### src/rtl/bet_action_controller_if.sv
// Purpose : bundles the betting-turn controller's engine/keyboard/display signals.
// Latency : none (wires only).
// Backpress: action_valid/action_ready handshake; the action is held until accepted.
// Ports   : master = game engine + keyboard side (drives table state, keycode, ready);
//           slave  = bet_action_controller (drives action and button-text values).
interface bet_action_controller_if #(
   parameter int AMT_W = 11
);
   logic [7:0]       keycode;
   logic             turn_start;
   logic [AMT_W-1:0] current_bet;
   logic [AMT_W-1:0] player_contrib;
   logic [AMT_W-1:0] player_stack;
   logic [AMT_W-1:0] big_blind;
   logic             action_ready;
   logic             action_valid;
   logic [2:0]       action_code;
   logic [AMT_W-1:0] action_amount;
   logic             if_BetCheck;
   logic [AMT_W-1:0] min_bet_or_raise;
   logic [AMT_W-1:0] call_size;
   logic             turn_active;

   modport master (
      output keycode, turn_start, current_bet, player_contrib, player_stack, big_blind, action_ready,
      input  action_valid, action_code, action_amount, if_BetCheck, min_bet_or_raise, call_size,
             turn_active
   );

   modport slave (
      input  keycode, turn_start, current_bet, player_contrib, player_stack, big_blind, action_ready,
      output action_valid, action_code, action_amount, if_BetCheck, min_bet_or_raise, call_size,
             turn_active
   );
endinterface

### src/rtl/bet_action_controller.sv
// Purpose : sequences the human player's betting turn: latches table state, derives the
//           Check/Bet vs Call/Raise mode, call amount and adjustable bet, decodes key presses.
// Latency : key press edge to action_valid = 2 clocks; table latch 1 clock after turn_start.
// Backpress: action code/amount held stable while action_valid && !action_ready.
// Ports   : Clk, Reset_n (synchronous, active-low); bus = slave modport of bet_action_controller_if.
// Option  : define TURN_TIMEOUT_EN to force CHECK (Bet mode) or FOLD (Raise mode) after
//           TURN_CYCLES clocks waiting for a key; without it the turn waits indefinitely.
module bet_action_controller #(
   parameter int AMT_W    = 11,
   parameter int MAX_DISP = 9999
`ifdef TURN_TIMEOUT_EN
   ,
   parameter logic [31:0] TURN_CYCLES = 32'd500_000_000
`endif
) (
   input logic                    Clk,
   input logic                    Reset_n,
   bet_action_controller_if.slave bus
);
   // One extra bit so differences and sums never wrap before clamping.
   localparam int CW = AMT_W + 1;
   // Display ceiling at the working width; saturates if MAX_DISP exceeds what CW can hold.
   localparam logic [CW-1:0] MAX_C = (MAX_DISP >= (1 << CW) - 1) ? {CW{1'b1}} : CW'(MAX_DISP);

   localparam logic [7:0] KEY_F  = 8'h09;
   localparam logic [7:0] KEY_C  = 8'h06;
   localparam logic [7:0] KEY_B  = 8'h05;
   localparam logic [7:0] KEY_R  = 8'h15;
   localparam logic [7:0] KEY_UP = 8'h52;
   localparam logic [7:0] KEY_DN = 8'h51;

   localparam logic [2:0] ACT_FOLD  = 3'd1;
   localparam logic [2:0] ACT_CHECK = 3'd2;
   localparam logic [2:0] ACT_CALL  = 3'd3;
   localparam logic [2:0] ACT_BET   = 3'd4;
   localparam logic [2:0] ACT_RAISE = 3'd5;

   typedef enum logic [1:0] {S_IDLE, S_LATCH, S_WAIT_KEY, S_ISSUE} state_t;

   state_t           state_q, state_d;
   logic [7:0]       key_q, key_d, key_prev_q, key_prev_d;
   logic             bet_mode_q, bet_mode_d;
   logic [AMT_W-1:0] call_q, call_d;
   logic [AMT_W-1:0] sel_q, sel_d;
   logic [AMT_W-1:0] floor_q, floor_d;
   logic [AMT_W-1:0] ceil_q, ceil_d;
   logic [AMT_W-1:0] step_q, step_d;
   logic [AMT_W-1:0] amt_q, amt_d;
   logic [2:0]       code_q, code_d;
   logic             vld_q, vld_d;
   logic             active_q, active_d;
`ifdef TURN_TIMEOUT_EN
   logic [31:0]      cnt_q, cnt_d;
`endif

   logic [CW-1:0]    cb_w, pc_w, stk_w, bb_w;
   logic [CW-1:0]    diff_w, cap_w, call_w, lo_w, up_w, dn_w;
   logic             press;
   logic             take;
   logic [2:0]       take_code;
   logic [AMT_W-1:0] take_amt;

   function automatic logic [CW-1:0] min2(input logic [CW-1:0] a, input logic [CW-1:0] b);
      return (a < b) ? a : b;
   endfunction

   always_comb begin
      state_d    = state_q;
      key_d      = bus.keycode;
      key_prev_d = key_q;
      bet_mode_d = bet_mode_q;
      call_d     = call_q;
      sel_d      = sel_q;
      floor_d    = floor_q;
      ceil_d     = ceil_q;
      step_d     = step_q;
      code_d     = code_q;
      amt_d      = amt_q;
      vld_d      = vld_q;
      active_d   = active_q;
      take       = 1'b0;
      take_code  = ACT_FOLD;
      take_amt   = '0;
`ifdef TURN_TIMEOUT_EN
      cnt_d      = cnt_q;
`endif

      cb_w   = {1'b0, bus.current_bet};
      pc_w   = {1'b0, bus.player_contrib};
      stk_w  = {1'b0, bus.player_stack};
      bb_w   = {1'b0, bus.big_blind};
      diff_w = (cb_w > pc_w) ? cb_w - pc_w : '0;
      cap_w  = min2(stk_w, MAX_C);
      call_w = min2(diff_w, cap_w);
      lo_w   = (diff_w == '0) ? min2(bb_w, cap_w) : min2(call_w + bb_w, cap_w);

      // Up/Down candidates use the step and bounds captured at latch time.
      up_w   = min2({1'b0, sel_q} + {1'b0, step_q}, {1'b0, ceil_q});
      dn_w   = ({1'b0, sel_q} >= {1'b0, floor_q} + {1'b0, step_q}) ?
               {1'b0, sel_q} - {1'b0, step_q} : {1'b0, floor_q};

      // Press edge on the registered key pair, so held keys never repeat.
      press  = (key_q != 8'h00) && (key_prev_q == 8'h00);

      case (state_q)
         S_IDLE: begin
            if (bus.turn_start) state_d = S_LATCH;
         end
         S_LATCH: begin
            bet_mode_d = (diff_w == '0);
            call_d     = call_w[AMT_W-1:0];
            sel_d      = lo_w[AMT_W-1:0];
            floor_d    = lo_w[AMT_W-1:0];
            ceil_d     = cap_w[AMT_W-1:0];
            step_d     = bus.big_blind;
            active_d   = 1'b1;
            state_d    = S_WAIT_KEY;
`ifdef TURN_TIMEOUT_EN
            cnt_d      = '0;
`endif
         end
         S_WAIT_KEY: begin
            if (press) begin
               case (key_q)
                  KEY_UP: sel_d = up_w[AMT_W-1:0];
                  KEY_DN: sel_d = dn_w[AMT_W-1:0];
                  KEY_F: begin
                     take      = 1'b1;
                     take_code = ACT_FOLD;
                  end
                  KEY_C: begin
                     take      = 1'b1;
                     take_code = bet_mode_q ? ACT_CHECK : ACT_CALL;
                     take_amt  = bet_mode_q ? '0 : call_q;
                  end
                  KEY_B: begin
                     if (bet_mode_q) begin
                        take      = 1'b1;
                        take_code = ACT_BET;
                        take_amt  = sel_q;
                     end
                  end
                  KEY_R: begin
                     if (!bet_mode_q) begin
                        take      = 1'b1;
                        take_code = ACT_RAISE;
                        take_amt  = sel_q;
                     end
                  end
                  default: ;
               endcase
            end
`ifdef TURN_TIMEOUT_EN
            // A press edge pre-empts the timeout; the counter then parks at the
            // limit so the timeout fires on the next press-free cycle.
            else if (cnt_q >= TURN_CYCLES - 32'd1) begin
               take      = 1'b1;
               take_code = bet_mode_q ? ACT_CHECK : ACT_FOLD;
            end
            if (cnt_q < TURN_CYCLES - 32'd1) cnt_d = cnt_q + 32'd1;
`endif
            if (take) begin
               vld_d   = 1'b1;
               code_d  = take_code;
               amt_d   = take_amt;
               state_d = S_ISSUE;
            end
         end
         S_ISSUE: begin
            if (vld_q && bus.action_ready) begin
               vld_d    = 1'b0;
               active_d = 1'b0;
               state_d  = S_IDLE;
            end
         end
         default: state_d = S_IDLE;
      endcase
   end

   always_ff @(posedge Clk) begin
      if (!Reset_n) begin
         state_q    <= S_IDLE;
         key_q      <= '0;
         key_prev_q <= '0;
         bet_mode_q <= 1'b1;
         call_q     <= '0;
         sel_q      <= '0;
         floor_q    <= '0;
         ceil_q     <= '0;
         step_q     <= '0;
         code_q     <= '0;
         amt_q      <= '0;
         vld_q      <= 1'b0;
         active_q   <= 1'b0;
`ifdef TURN_TIMEOUT_EN
         cnt_q      <= '0;
`endif
      end else begin
         state_q    <= state_d;
         key_q      <= key_d;
         key_prev_q <= key_prev_d;
         bet_mode_q <= bet_mode_d;
         call_q     <= call_d;
         sel_q      <= sel_d;
         floor_q    <= floor_d;
         ceil_q     <= ceil_d;
         step_q     <= step_d;
         code_q     <= code_d;
         amt_q      <= amt_d;
         vld_q      <= vld_d;
         active_q   <= active_d;
`ifdef TURN_TIMEOUT_EN
         cnt_q      <= cnt_d;
`endif
      end
   end

   assign bus.action_valid     = vld_q;
   assign bus.action_code      = code_q;
   assign bus.action_amount    = amt_q;
   assign bus.if_BetCheck      = bet_mode_q;
   assign bus.min_bet_or_raise = sel_q;
   assign bus.call_size        = call_q;
   assign bus.turn_active      = active_q;

endmodule

### src/flat_wrapper.sv
// flat-port wrapper written by rule: the top's interface ports become plain ports
module bet_action_controller_flat 
#(
   parameter int AMT_W    = 11,
   parameter int MAX_DISP = 9999

)
  (Clk, Reset_n, bus_keycode, bus_turn_start, bus_current_bet, bus_player_contrib, bus_player_stack, bus_big_blind, bus_action_ready, bus_action_valid, bus_action_code, bus_action_amount, bus_if_BetCheck, bus_min_bet_or_raise, bus_call_size, bus_turn_active);
  bet_action_controller_if #(.AMT_W(AMT_W)) bus_i ();
  input logic Clk;
  input logic Reset_n;
  input wire logic [$bits(bus_i.keycode)-1:0] bus_keycode;
  input wire logic [$bits(bus_i.turn_start)-1:0] bus_turn_start;
  input wire logic [$bits(bus_i.current_bet)-1:0] bus_current_bet;
  input wire logic [$bits(bus_i.player_contrib)-1:0] bus_player_contrib;
  input wire logic [$bits(bus_i.player_stack)-1:0] bus_player_stack;
  input wire logic [$bits(bus_i.big_blind)-1:0] bus_big_blind;
  input wire logic [$bits(bus_i.action_ready)-1:0] bus_action_ready;
  output wire logic [$bits(bus_i.action_valid)-1:0] bus_action_valid;
  output wire logic [$bits(bus_i.action_code)-1:0] bus_action_code;
  output wire logic [$bits(bus_i.action_amount)-1:0] bus_action_amount;
  output wire logic [$bits(bus_i.if_BetCheck)-1:0] bus_if_BetCheck;
  output wire logic [$bits(bus_i.min_bet_or_raise)-1:0] bus_min_bet_or_raise;
  output wire logic [$bits(bus_i.call_size)-1:0] bus_call_size;
  output wire logic [$bits(bus_i.turn_active)-1:0] bus_turn_active;
  assign bus_i.keycode = bus_keycode;
  assign bus_i.turn_start = bus_turn_start;
  assign bus_i.current_bet = bus_current_bet;
  assign bus_i.player_contrib = bus_player_contrib;
  assign bus_i.player_stack = bus_player_stack;
  assign bus_i.big_blind = bus_big_blind;
  assign bus_i.action_ready = bus_action_ready;
  assign bus_action_valid = bus_i.action_valid;
  assign bus_action_code = bus_i.action_code;
  assign bus_action_amount = bus_i.action_amount;
  assign bus_if_BetCheck = bus_i.if_BetCheck;
  assign bus_min_bet_or_raise = bus_i.min_bet_or_raise;
  assign bus_call_size = bus_i.call_size;
  assign bus_turn_active = bus_i.turn_active;
  bet_action_controller #(.AMT_W(AMT_W), .MAX_DISP(MAX_DISP)) u_core (.Clk(Clk), .Reset_n(Reset_n), .bus(bus_i));
endmodule
### config.mk
export PLATFORM = sky130hd
export DESIGN_NAME = bet_action_controller_flat
export DESIGN_NICKNAME = d
export VERILOG_FILES = /design/src/rtl/bet_action_controller_if.sv /design/src/rtl/bet_action_controller.sv /design/src/flat_wrapper.sv
export SDC_FILE = /design/constraint.sdc
export NUM_CORES = 1
export LEC_CHECK = 0
export ABC_AREA = 1
export CORE_ASPECT_RATIO = 1.25
export CORE_MARGIN = 4
export CORE_UTILIZATION = 43
export DETAILED_ROUTE_END_ITERATION = 16
export GPL_TIMING_DRIVEN = 0
export HOLD_SLACK_MARGIN = 0.12
export PLACE_DENSITY = 0.68
export SYNTH_ARGS = -nofsm -noshare
export SYNTH_HDL_FRONTEND = slang
export SYNTH_SLANG_ARGS = --single-unit
### constraint.sdc
create_clock -name Clk -period 8.9 [get_ports Clk]
set_input_delay 1.335 -clock Clk [delete_from_list [all_inputs] [get_ports Clk]]
set_output_delay 1.335 -clock Clk [all_outputs]
set_load 0.01 [all_outputs]
==> flow_summary.yaml, run 1 <==
cts:
  insertion_delay_ns: 0.36
  cts.sinks: 90
  clk_pin_slew_worst_paths_ns: 0.08
  cts_post_setup_buffers_inserted: 0
  postCtsResizedCells: 0
  cts_inserted_buffers: 9
  cts-root-to-sink-buffers: 2
  clock-root-buffer: "clkbuf_16"
  cts_max_level: 3
  tritoncts_clock_tree: "done"
  hold_buffer_count_at_cts: 0
floorplan:
  fp.dieH_microns: 168
  design.die.area_sq_um: 22900
  core_box_area_sq_um: 20200
  top_level_i_o_count: 95
  starting_density: 0.437
  rows: 58
  chipWidth_microns: 136
drt:
  drtPass1Iterations: 5
  num_vias: 9330
  drc: 0
  via_density: 5.19
  totalWireLength_microns: 28900
  drt_first_iter_violations: 627
  detail-route-antenna-nets: 0
  post_detailed_route_wirelength_per_cell_microns: 16.1
critical_path:
  crit_path_start_kind: "input pin"
  cp_data_arrival_time_ns: 7.85
  crit_path_required_time_ns: 9.18
  setup_cp_type: "input pin to flip-flop"
  worstSetupEndpointType: "flip-flop"
  worst_path_largest_cell_delay_ns: 0.45
  rr_worst_depth: 22
  cpMaxStageDelayCell: "clkdlybuf4s50_1"
  critPathMostFrequentCell: "nand2_1"
  maximum_fanout_count_along_the_critical_path: 10
run_status:
  run_status: "complete, no violations"
layout:
  finish.net_count: 1693
  seqCellArea_sq_um: 1800
  drive_above_1_share: 0.0308
  final.fill_count: 2160
  syn_to_final_growth_pct: 17.9
  diodes: 0
  multi_input_area_sq_um: 5860
  finish.utilization: 0.515
job:
  cap_violations: 0
min_path:
  worst_hold_path_type: "flip-flop to flip-flop"
  worst_hold_path.num_cells: 2
yosys:
  post_synth_instance_area_sq_um: 8810
  post_synth.cell_area_avg_sq_um: 6.21
  ys.flop_type: "dfxtp_1"
  yosys.area.top_type_share: 0.204
  yosys-top-cells-count: "378 x nand2_1, 236 x inv_1, 148 x nand3_1"
  post-synth-top-count-cell: "nand2_1"
  yosysWarnings: 0
  netlist_top_cells_area: "dfxtp_1 20%, nand2_1 16%, ha_1 15%"
  synth-edff-count: 0
  netlist_instances: 1418
  synth-seq-cells: 90
  post_syn_nets: 1588
  ys_types: 42
  seq_area_frac_synth: 0.204
  asr_flop_ratio_synth: 0
  yosysTopAreaCell: "dfxtp_1"
timing:
  layout_min_cycle_time_ns: 7.57
  fmax_mhz: 132
  setup_viol_count_final: 0
  finalCritPeriodShare: 0.850
  worst_pin_slew_ns: 0.617
  rsz0062_at_grt: "false"
  hold_viol: 0
  tns_ns: 0
  number_of_slew_limit_violations_in_the_final_report: 0
  timing.clock.skew_ns: 0.0121
  worst_slew_margin_rel: 0.585
power:
  static-leakage-power_nw: 5.49
  p_per_area_nw_per_um2: 376
  worst_ir_drop_vdd_uv: 197
  power_mw: 3.91
global_routing:
  pin_count_of_the_biggest_net_entering_global_routing: 20
  gr-total-overflow: 0
  grt_pass1_vias: 8908
  grtUsageTotal: 0.250
  global_route_wire_length_before_repair_microns: 45200
  initial_antenna_violation_count: 0
place:
  io_buffer_count: 94
  placed_wire_length_estimate_after_detailed_placement_microns: 24500
  gpl.final_weighted_congestion: 1.00
[path summary, 6_finish.rpt]
check	slack (ns)	from	endpoint
hold reg to reg	0.44	u_core.key_prev_d[4]	u_core.key_prev_q[4]
setup reg to reg	5.03	u_core.step_q[0]	u_core.bus.min_bet_or_raise[5]
hold / removal	0.44	u_core.key_prev_d[4]	u_core.key_prev_q[4]
setup / recovery	1.33	bus_current_bet[0]	u_core.bus.min_bet_or_raise[6]
[where the power goes]
part	internal (mW)	switching, mW
sequential	0.523	0.185
clock	0.200	0.189
combinational	1.02	1.79
[layer usage]
metal / track usage / vias to the layer above / part of all wire
met2: 0.455 / 271 / 0.50
li1: - / 4825 / -
met5: 0 / - / 0
met1: 0.292 / 4157 / 0.41
met3: 0.0218 / 77 / 0.041
met4: 0.120 / 0 / 0.052
[state kept, by name (all words and copies together) (netlist names)]
signal                       cells
u_core.state_q                   2
u_core.bus.min_bet_or_raise     11
u_core.bus.call_size            11
u_core.key_prev_q                8
u_core.key_prev_d                8
u_core.bus.turn_active           1
u_core.step_q                   11
u_core.ceil_q                   11
u_core.bus.action_valid          1
u_core.bus.action_amount        11
u_core.floor_q                  11
u_core.bus.action_code           3
u_core.bus.if_BetCheck           1
[layout by cell type (no fill, tap or decap), types with 10 or more instances in the layout]
master,count
a21oi_1,96
nor2_1,81
ha_1,109
xnor2_1,10
clkbuf_1,34
nand2_1,378
dfxtp_1,90
clkdlybuf4s50_1,94
o21ai_0,50
inv_1,236
nand4_1,48
nand3_1,148
o211ai_1,16
xor2_1,22
[logic make-up (layout without fill, tap and decap cells)]
| kind of cell | after synthesis | in the layout | synth area share |
|---|---|---|---|
| compound gates | 199 | 199 | 0.129 |
| xor+xnor | 32 | 32 | 0.0318 |
| fa+ha+maj | 114 | 114 | 0.166 |
| buf+inv | 294 | 404 | 0.130 |
| flops | 90 | 90 | 0.204 |
| simple gates | 689 | 689 | 0.338 |
[worst max-delay path: cells and delay by family]
kind / cells / cell delay [ns]
fa+ha+maj: 5 / 1.60
compound gates: 5 / 0.77
buf+inv: 8 / 1.33
xor+xnor: 1 / 0.27
simple gates: 25 / 2.50
[stage by stage]
step / hold slack [ns] / instance area, sq um / instances / worst slack (ns)
final: 0.445 / 10400 / 1798 / 1.33
after global routing: 0.479 / 10400 / 1798 / 0.749
after CTS: 0.453 / 10400 / 1798 / 1.41
after detailed placement: 0.441 / 10100 / 1782 / 1.06
after global placement: 0.438 / 10100 / 1782 / 1.10
after floorplan: 0.407 / 8810 / 1418 / 2.55
[area by class of cell]
cell class | instances | area share
well taps | 270 | 0.0325
inverters | 240 | 0.0867
flip-flops and latches | 90 | 0.173
repair buffers | 94 | 0.0905
clock buffers | 9 | 0.0217
multi-input cells | 1034 | 0.564
plain buffers | 54 | 0.0240
clock inverters | 7 | 0.00734
Power figures use the tool's default switching activity.
==> inputs of run 2 (changes only) <==
--- a/config.mk
+++ b/config.mk
@@ -10,9 +10,10 @@
 export CORE_MARGIN = 4
 export CORE_UTILIZATION = 43
 export DETAILED_ROUTE_END_ITERATION = 16
+export DONT_BUFFER_PORTS = 1
 export GPL_TIMING_DRIVEN = 0
 export HOLD_SLACK_MARGIN = 0.12
-export PLACE_DENSITY = 0.68
+export PLACE_DENSITY = 0.63
 export SYNTH_ARGS = -nofsm -noshare
 export SYNTH_HDL_FRONTEND = slang
 export SYNTH_SLANG_ARGS = --single-unit
==> flow_summary.yaml, run 2 (synthesis results as in run 1) <==
drt:
  num_vias: 9122
  via_density: 5.35
  drtPass1Iterations: 5
  drc: 0
  totalWireLength_microns: 28900
  drt_first_iter_violations: 570
  detail-route-antenna-nets: 0
  post_detailed_route_wirelength_per_cell_microns: 17.0
floorplan:
  top_level_i_o_count: 95
  fp.dieH_microns: 168
  rows: 58
  chipWidth_microns: 136
  core_box_area_sq_um: 20200
  starting_density: 0.437
  design.die.area_sq_um: 22900
layout:
  diodes: 0
  syn_to_final_growth_pct: 7.18
  most-common-layout-cells: "378 x nand2_1, 236 x inv_1, 148 x nand3_1, 109 x ha_1, 96 x a21oi_1"
  leading_cell_type_in_the_layout_fill_and_taps_excluded: "nand2_1"
  drive_above_1_share: 0.0328
  finish.net_count: 1599
cts:
  clock-root-buffer: "clkbuf_16"
  cts_max_level: 3
  clk_pin_slew_worst_paths_ns: 0.07
  hold_buffer_count_at_cts: 0
  postCtsResizedCells: 0
  cts.sinks: 90
  cts_post_setup_buffers_inserted: 0
  cts_inserted_buffers: 9
  cts-root-to-sink-buffers: 2
  insertion_delay_ns: 0.35
  tritoncts_clock_tree: "done"
place:
  placed_wire_length_estimate_after_detailed_placement_microns: 24500
  detailedPlace.worstSlack_ns: 1.61
  gpl.final_weighted_congestion: 0.964
  io_buffer_count: 0
power:
  power_mw: 3.77
  worst_ir_drop_vdd_uv: 175
  p_sw_frac: 0.562
  clkPwrFrac: 0.102
  internal_power_mw: 1.65
  seqPwrFrac: 0.198
  p_per_area_nw_per_um2: 399
  static-leakage-power_nw: 5.14
  power_frac_comb: 0.700
  net-switching-power_mw: 2.12
timing:
  setup_viol_count_final: 0
  number_of_slew_limit_violations_in_the_final_report: 0
  worst_slew_margin_rel: 0.603
  setup_slack_after_layout_ns: 1.82
  layout_min_cycle_time_ns: 7.08
  hold_viol: 0
  finalCritPeriodShare: 0.795
  fmax_mhz: 141
  timing.clock.skew_ns: 0.0133
  worst_pin_slew_ns: 0.595
  tns_ns: 0
  rsz0062_at_grt: "false"
global_routing:
  grt_pass1_vias: 8559
  gr-total-overflow: 0
  initial_antenna_violation_count: 0
  grtUsageTotal: 0.252
  global_route_wire_length_before_repair_microns: 45000
  pin_count_of_the_biggest_net_entering_global_routing: 18
job:
  cap_violations: 0
critical_path:
  worst_path_largest_cell_delay_ns: 0.42
  crit_path_start_kind: "input pin"
  critPathMostFrequentCell: "nand2_1"
  cp_data_arrival_time_ns: 7.36
  maximum_fanout_count_along_the_critical_path: 10
  cpMaxStageDelayCell: "ha_1"
  setup_cp_type: "input pin to flip-flop"
  crit_path_required_time_ns: 9.18
  worstSetupEndpointType: "flip-flop"
run_status:
  run_status: "complete, no violations"
min_path:
  worst_hold_path_type: "flip-flop to flip-flop"
==> run 2: cell types whose count changed in the layout (fill, tap and decap cells not counted), sizes merged <==
| cell | change |
|---|---|
| clkinv | -2 |
| clkinvlp | +1 |
| clkdlybuf4s50 | -94 |
| clkbuf | +1 |
==> run 2: cell type report <==
cell class / count / area (sq um)
Inverter: 240 / 901
Clock inverter: 6 / 56.3
Clock buffer: 10 / 239
Sequential cell: 90 / 1800
Fill cell: 2236 / 10700
Multi-Input combinational cell: 1034 / 5860
Buffer: 54 / 249
Tap cell: 270 / 338
==> run 2: worst max-delay path: cells and delay by family <==
| family | cells | cell delay [ns] |
|---|---|---|
| simple gates | 25 | 2.37 |
| fa+ha+maj | 5 | 1.61 |
| xor+xnor | 1 | 0.32 |
| compound gates | 6 | 0.85 |
| buf+inv | 7 | 0.86 |
==> run 2: path summary, 6_finish.rpt <==
check	depth (start not counted)	startpoint	slack, ns	end
hold / removal	2	u_core.key_prev_d[4]	0.45	u_core.key_prev_q[4]
hold reg to reg	2	u_core.key_prev_d[4]	0.45	u_core.key_prev_q[4]
setup / recovery	44	bus_current_bet[0]	1.82	u_core.bus.min_bet_or_raise[8]
setup reg to reg	25	u_core.bus.min_bet_or_raise[2]	5.04	u_core.bus.min_bet_or_raise[1]
==> run 2: metrics by stage <==
step	hold WS [ns]	utilization	area (sq um)	std cells
finish	0.447	0.468	9450	1704
global route	0.461	0.468	9450	1704
CTS	0.447	0.468	9450	1704
detailed placement	0.438	0.454	9150	1688
global placement	0.435	0.454	9150	1688
floorplan	0.407	-	8810	1418
==> run 2: routing by layer <==
| metal | routed length, microns | vias up | track usage |
|---|---|---|---|
| li1 | - | 4623 | - |
| met1 | 11600 | 4145 | 0.282 |
| met2 | 14300 | 273 | 0.454 |
| met3 | 1480 | 81 | 0.0463 |
| met4 | 1460 | 0 | 0.118 |
| met5 | 0 | - | 0 |
==> run 2: power groups by stage <==
stage	Combinational, mW	Clock, mW	Sequential, mW
after detailed placement	2.61	0	0.749
after global placement	2.59	0	0.747
after floorplan	1.96	0	0.645
after global routing	2.98	0.407	0.755
final	2.64	0.385	0.745
after CTS	2.63	0.388	0.741
